`src/rtl/collision_game_fsm.sv`:
```
// Game-control stage: counts player/obstacle overlap per frame, debounces the
// restart key and sequences IDLE -> RUN -> HIT -> GAMEOVER for the score block.
module collision_game_fsm #(
    parameter int H_LAST       = 1687,
    parameter int V_LAST       = 1065,
    parameter int OVERLAP_MIN  = 16,
    parameter int HIT_FRAMES   = 120,
    parameter int FLASH_FRAMES = 8,
    parameter int DEB_CYCLES   = 1000000
) (
    input  logic        clock,
    input  logic        reset,
    input  logic [11:0] display_col,
    input  logic [10:0] display_row,
    input  logic        visible,
    input  logic        player_visible,
    input  logic        obstacle_visible,
    input  logic        start_key_n,
    output logic        hit,
    output logic        game_reset,
    output logic        flash,
    output logic        frame_end,
    output logic [1:0]  game_state
);

    localparam int DEB_W = $clog2(DEB_CYCLES + 1);
    localparam int FRM_W = $clog2(HIT_FRAMES + 1);
    localparam int FLS_W = $clog2(FLASH_FRAMES + 1);

    localparam logic [11:0]      H_LAST_C      = 12'(H_LAST);
    localparam logic [10:0]      V_LAST_C      = 11'(V_LAST);
    localparam logic [15:0]      OVERLAP_MIN_C = 16'(OVERLAP_MIN);
    localparam logic [DEB_W-1:0] DEB_LAST_C    = DEB_W'(DEB_CYCLES - 1);
    localparam logic [FRM_W-1:0] HIT_LAST_C    = FRM_W'(HIT_FRAMES - 1);
    localparam logic [FLS_W-1:0] FLASH_LAST_C  = FLS_W'(FLASH_FRAMES - 1);

    typedef enum logic [1:0] {
        ST_IDLE     = 2'd0,
        ST_RUN      = 2'd1,
        ST_HIT      = 2'd2,
        ST_GAMEOVER = 2'd3
    } state_t;

    state_t             state_r;
    logic               hit_r;
    logic               game_reset_r;
    logic               flash_r;
    logic               frame_end_r;
    logic [15:0]        overlap_cnt_r;
    logic [FRM_W-1:0]   frame_cnt_r;
    logic [FLS_W-1:0]   flash_cnt_r;
    logic               key_meta_r;
    logic               key_sync_r;
    logic               deb_key_n_r;
    logic [DEB_W-1:0]   deb_cnt_r;
    logic               press_r;

    logic               frame_end_s;
    logic               overlap_s;
    logic               collide_s;

    // FSM decisions use the raw last-pixel match so the state change lines up
    // with the registered frame_end pulse.
    assign frame_end_s = (display_row == V_LAST_C) && (display_col == H_LAST_C);
    assign overlap_s   = visible && player_visible && obstacle_visible;
    assign collide_s   = (overlap_cnt_r >= OVERLAP_MIN_C);

    assign hit        = hit_r;
    assign game_reset = game_reset_r;
    assign flash      = flash_r;
    assign frame_end  = frame_end_r;
    assign game_state = state_r;

    // Frame-end pulse register.
    always_ff @(posedge clock or posedge reset) begin
        if (reset) begin
            frame_end_r <= 1'b0;
        end else begin
            frame_end_r <= frame_end_s;
        end
    end

    // Per-frame overlap counter; clearing at the frame boundary drops any same-cycle hit.
    always_ff @(posedge clock or posedge reset) begin
        if (reset) begin
            overlap_cnt_r <= 16'd0;
        end else if (frame_end_s) begin
            overlap_cnt_r <= 16'd0;
        end else if (overlap_s && (overlap_cnt_r != 16'hFFFF)) begin
            overlap_cnt_r <= overlap_cnt_r + 16'd1;
        end else begin
            overlap_cnt_r <= overlap_cnt_r;
        end
    end

    // Two-flop synchronizer for the asynchronous key; idles at released.
    always_ff @(posedge clock or posedge reset) begin
        if (reset) begin
            key_meta_r <= 1'b1;
            key_sync_r <= 1'b1;
        end else begin
            key_meta_r <= start_key_n;
            key_sync_r <= key_meta_r;
        end
    end

    // Debounce: level follows the synced key only after a full stable interval.
    always_ff @(posedge clock or posedge reset) begin
        if (reset) begin
            deb_key_n_r <= 1'b1;
            deb_cnt_r   <= {DEB_W{1'b0}};
            press_r     <= 1'b0;
        end else begin
            press_r <= 1'b0;
            if (key_sync_r == deb_key_n_r) begin
                deb_cnt_r <= {DEB_W{1'b0}};
            end else if (deb_cnt_r == DEB_LAST_C) begin
                deb_key_n_r <= key_sync_r;
                deb_cnt_r   <= {DEB_W{1'b0}};
                press_r     <= ~key_sync_r;
            end else begin
                deb_cnt_r <= deb_cnt_r + DEB_W'(1);
            end
        end
    end

    // Game sequencer with registered hit/flash/game_reset outputs.
    always_ff @(posedge clock or posedge reset) begin
        if (reset) begin
            state_r      <= ST_IDLE;
            hit_r        <= 1'b1;
            game_reset_r <= 1'b0;
            flash_r      <= 1'b0;
            frame_cnt_r  <= {FRM_W{1'b0}};
            flash_cnt_r  <= {FLS_W{1'b0}};
        end else begin
            game_reset_r <= 1'b0;
            case (state_r)
                ST_IDLE: begin
                    if (press_r) begin
                        state_r      <= ST_RUN;
                        hit_r        <= 1'b0;
                        game_reset_r <= 1'b1;
                    end
                end
                ST_RUN: begin
                    if (frame_end_s && collide_s) begin
                        state_r     <= ST_HIT;
                        hit_r       <= 1'b1;
                        flash_r     <= 1'b1;
                        frame_cnt_r <= {FRM_W{1'b0}};
                        flash_cnt_r <= {FLS_W{1'b0}};
                    end
                end
                ST_HIT: begin
                    if (frame_end_s) begin
                        if (frame_cnt_r == HIT_LAST_C) begin
                            state_r <= ST_GAMEOVER;
                            flash_r <= 1'b0;
                        end else begin
                            frame_cnt_r <= frame_cnt_r + FRM_W'(1);
                            if (flash_cnt_r == FLASH_LAST_C) begin
                                flash_cnt_r <= {FLS_W{1'b0}};
                                flash_r     <= ~flash_r;
                            end else begin
                                flash_cnt_r <= flash_cnt_r + FLS_W'(1);
                            end
                        end
                    end
                end
                ST_GAMEOVER: begin
                    flash_r <= 1'b0;
                    if (press_r) begin
                        state_r      <= ST_RUN;
                        hit_r        <= 1'b0;
                        game_reset_r <= 1'b1;
                    end
                end
                default: begin
                    state_r <= ST_IDLE;
                    hit_r   <= 1'b1;
                    flash_r <= 1'b0;
                end
            endcase
        end
    end

endmodule
```
`config.mk`:
```
export PLATFORM = sky130hd
export DESIGN_NAME = collision_game_fsm
export DESIGN_NICKNAME = d
export VERILOG_FILES = /design/src/rtl/collision_game_fsm.sv
export SDC_FILE = /design/constraint.sdc
export NUM_CORES = 1
export LEC_CHECK = 0
export BUFFER_PORTS_ARGS = -buffer_cell sky130_fd_sc_hd__buf_2
export CORE_AREA = 2 2 79 81
export CTS_CLUSTER_SIZE = 24
export DETAILED_ROUTE_END_ITERATION = 10
export DIE_AREA = 0 0 81 83
export PLACE_DENSITY = 0.76
export SYNTH_ARGS = -nofsm -noshare
export SYNTH_HDL_FRONTEND = slang
export SYNTH_SLANG_ARGS = --single-unit
export TNS_END_PERCENT = 30
```
`constraint.sdc`:
```
create_clock -name clock -period 2.05 [get_ports clock]
set_input_delay 0.1025 -clock clock [delete_from_list [all_inputs] [get_ports clock]]
set_output_delay 0.1025 -clock clock [all_outputs]
set_load 0.005 [all_outputs]
```
==> reports/metrics.cfg <==
[clocking]
cts_buffers=9
clock-sinks=57
post_cts_buffers=0
htree_levels=3
clk-insertion-delay-late_ns=0.33
path_clk_slew_ns=0.07
cts.path.max_buffers=2
cts_tree=built
cts_root_buffer=clkbuf_8

[pwr]
vdd.ir_drop.worst_v=0.0005462
p_int_uw=1914
combPwrFrac=0.084
power_switching_uw=621.2
power.leakage_uw=0.001569
p_clk_frac=0.419
switching_share=0.2450
pwr-share-seq=0.497
powerDensity_nw_per_um2=700.1

[logic_synthesis]
synth_compound_area_frac=0.1084
syn_inst=305
ys_warn_count=0
synth_edf_count=0
syn_avg_cell_area_um2=9.841
synth_xor_area_frac=0.09045
yosysSeqAreaShare=0.4769
synthAdderAreaFrac=0.03752
synthTopCellsByArea=dfrtp_1 44%, xnor2_1 6.1%, nor2_1 5.3%
yosys.area_share.simple=0.2497
synth_cell_type_count=49
ys_seq_elements=57
synthMuxAreaShare=0.01042
syn_area_um2=3002
synth_top_area_frac=0.4419
synth.most_common_cell=dfrtp_1
async_reset_ff_frac=1.000
synthTopCellsByCount=53 x dfrtp_1, 42 x nor2_1, 21 x xnor2_1
ys.flop_type=dfrtp_1
synth_nets=343
synth_top_family_by_area=simple AND/OR/NAND/NOR gates
yosysTopAreaCell=dfrtp_1

[floorplanning]
rows=28
io-pin-count=35
die_h_um=83
initial_core_util=0.5161
core_um2=5816
fp.dieArea_um2=6723
die_x_um=81

[sta]
fin_crit_ns=1.937
clock.fmax_mhz=516.3
fin_crit_sh=0.9448
drv_slew=0
setup_ws_ns=0.1131
skew_ns=0.01175
finalSetupViolCount=0
worstMarginPinSlew_ns=0.5559
hold_violations=0
slew_headroom=0.6198
rsz0062_at_grt=false

[global_routing]
first_global_vias=2327
grt.total_usage=0.1967
grt_max_degree=33
grt_pass1_wl_um=10430
overflow=0
antenna_found_initial=0

[routing]
wl_met3_um=207
drc=0
wl_met1_um=2835
antenna_violating_nets_post_route=0
top_layer=met4
initialDrtViolationCount=144
wire_per_inst_um=13.63
dr.pass1.iters=6
routed_via_density=5.506
wl_met2_um=2924
wl_um=6037
num_vias=2439

[critical_path]
r2r_start=frame_cnt_r[1]$_DFFE_PP0P_
critical_path.max_stage_delay_ns=0.54
crit_path_end=frame_cnt_r[5]$_DFFE_PP0P_
worst_ep_arrival_time_ns=2.19
critPathCaptureType=register
r2r_slack_ns=0.11
reg2reg_depth=6
critPathKind=register to register
crit_chain=ha_1 -> nand4_1 -> o21a_1 -> o2111ai_2 -> or4_4 -> a21oi_2
worstPathRequired_ns=2.30
reg2reg_to=frame_cnt_r[5]$_DFFE_PP0P_
critPathLaunchType=register
worst_path_max_delay_cell=or4_4
critPathMaxFanout=7
startpoint=frame_cnt_r[1]$_DFFE_PP0P_

[final_layout]
drive_gt1_frac=0.2201
syn_to_final_growth_pct=20.63
final_nets=401
stdcell_area_um2=3621
final_cells=443
antenna_cells=0

[run]
drv_cap=0

[run_status]
status=finished, final reports clean

[placed_design]
dpl-instance-area_um2=3382
dp_hpwl_um=4168
port-buffer-count=34
gp_congestion=0.8345
dp_slack_ns=-0.03652
dp.cells=425

[min_path]
hold_class=input pin to register

[worst max-delay path: cells and delay by family (launching register included)]
kind                       cells  cell delay [ns]
adders and majority gates      1             0.22
and+or+nand+nor                2             0.70
DFF                            1             0.41
AOI/OAI and AO/OA              3             0.52
[stage by stage]
stage	hold WS, ns	util	TNS [ns]	total power (uW)
2_1_floorplan	0.1070	-	0	1409
3_3_place_gp	0.1919	0.5815	-0.0005733	1477
3_5_place_dp	0.2010	0.5815	-0.06932	1490
4_1_cts	0.3369	0.6192	0	2558
5_1_grt	0.3603	0.6226	0	2652
6_report	0.3508	0.6226	0	2535
[power groups by stage]
stage                     sequential, uW  clock (uW)  combinational, uW
after global placement              1280           0                201
after detailed placement            1280           0                211
final                               1260        1060                213
after floorplan                     1260           0                148
after global routing                1270        1140                248
after CTS                           1260        1080                217
[cell families (layout without fill, tap and decap cells)]
group	after synthesis	in the layout
AO/OA/AOI/OAI	47	47
AND/OR/NAND/NOR	137	137
flip-flops	57	57
buffers and inverters	21	84
XOR/XNOR	31	31
multiplexers	3	3
adder cells (fa/ha/maj)	9	9
[registers in the layout, indices dropped and copies added (netlist names)]
signal,flops
frame_cnt_r,7
hit,1
frame_end,1
game_state,2
game_reset,1
key_sync_r,1
press_r,1
deb_cnt_r,20
deb_key_n_r,1
key_meta_r,1
flash,1
overlap_cnt_r,16
flash_cnt_r,4
[worst min path at each step]
| stage | from | to | cells past startpoint |
|---|---|---|---|
| after floorplan | start_key_n | key_meta_r$_DFF_PP1_ | 0 |
| after global placement | reset | frame_cnt_r[4]$_DFFE_PP0P_ | 2 |
| after detailed placement | reset | flash$_DFFE_PP0P_ | 2 |
| after global routing | key_meta_r$_DFF_PP1_ | key_sync_r$_DFF_PP1_ | 0 |
| after CTS | player_visible | overlap_cnt_r[6]$_DFFE_PP0P_ | 6 |
| final | player_visible | overlap_cnt_r[6]$_DFFE_PP0P_ | 6 |
[placed cells by master (no fill, tap or decap), types with 3 or more instances in the layout]
master / n
or3_1: 7
clkbuf_8: 11
buf_2: 34
nand2_1: 16
dfrtp_1: 53
nand4_1: 12
nor2_1: 42
buf_4: 16
a211oi_1: 6
o21ai_0: 7
inv_1: 13
xor2_1: 10
nand3b_1: 4
nand3_1: 19
and3_1: 5
nor3_1: 6
dfstp_2: 4
xnor2_1: 21
a21oi_1: 10
a31oi_1: 3
or4_1: 3
nor4_1: 6
and2_1: 3
ha_1: 8
o31ai_1: 4
[final cells by class]
cell class,count,area (um2)
fill,505,2195
multi-input combinational,227,1510
sequential,57,1431
timing repair buffer,53,330.3
clock buffer,13,158.9
tap,75,93.84
inverter,15,56.30
clock inverter,3,40.04
[routing by layer]
layer / GRT usage / up-vias
li1: - / 1218
met2: 0.3028 / 43
met4: 0.07704 / 0
met5: 0 / -
met1: 0.2687 / 1171
met3: 0.04348 / 7
[repair_timing]
item | 4_1_cts | 5_1_grt
hold endpoints to repair | 26 | 0
hold buffers | 2 | 0
resized for setup | 0 | 6
setup endpoints to repair | 0 | 7
No activity file was read; power rests on OpenSTA's default activity.
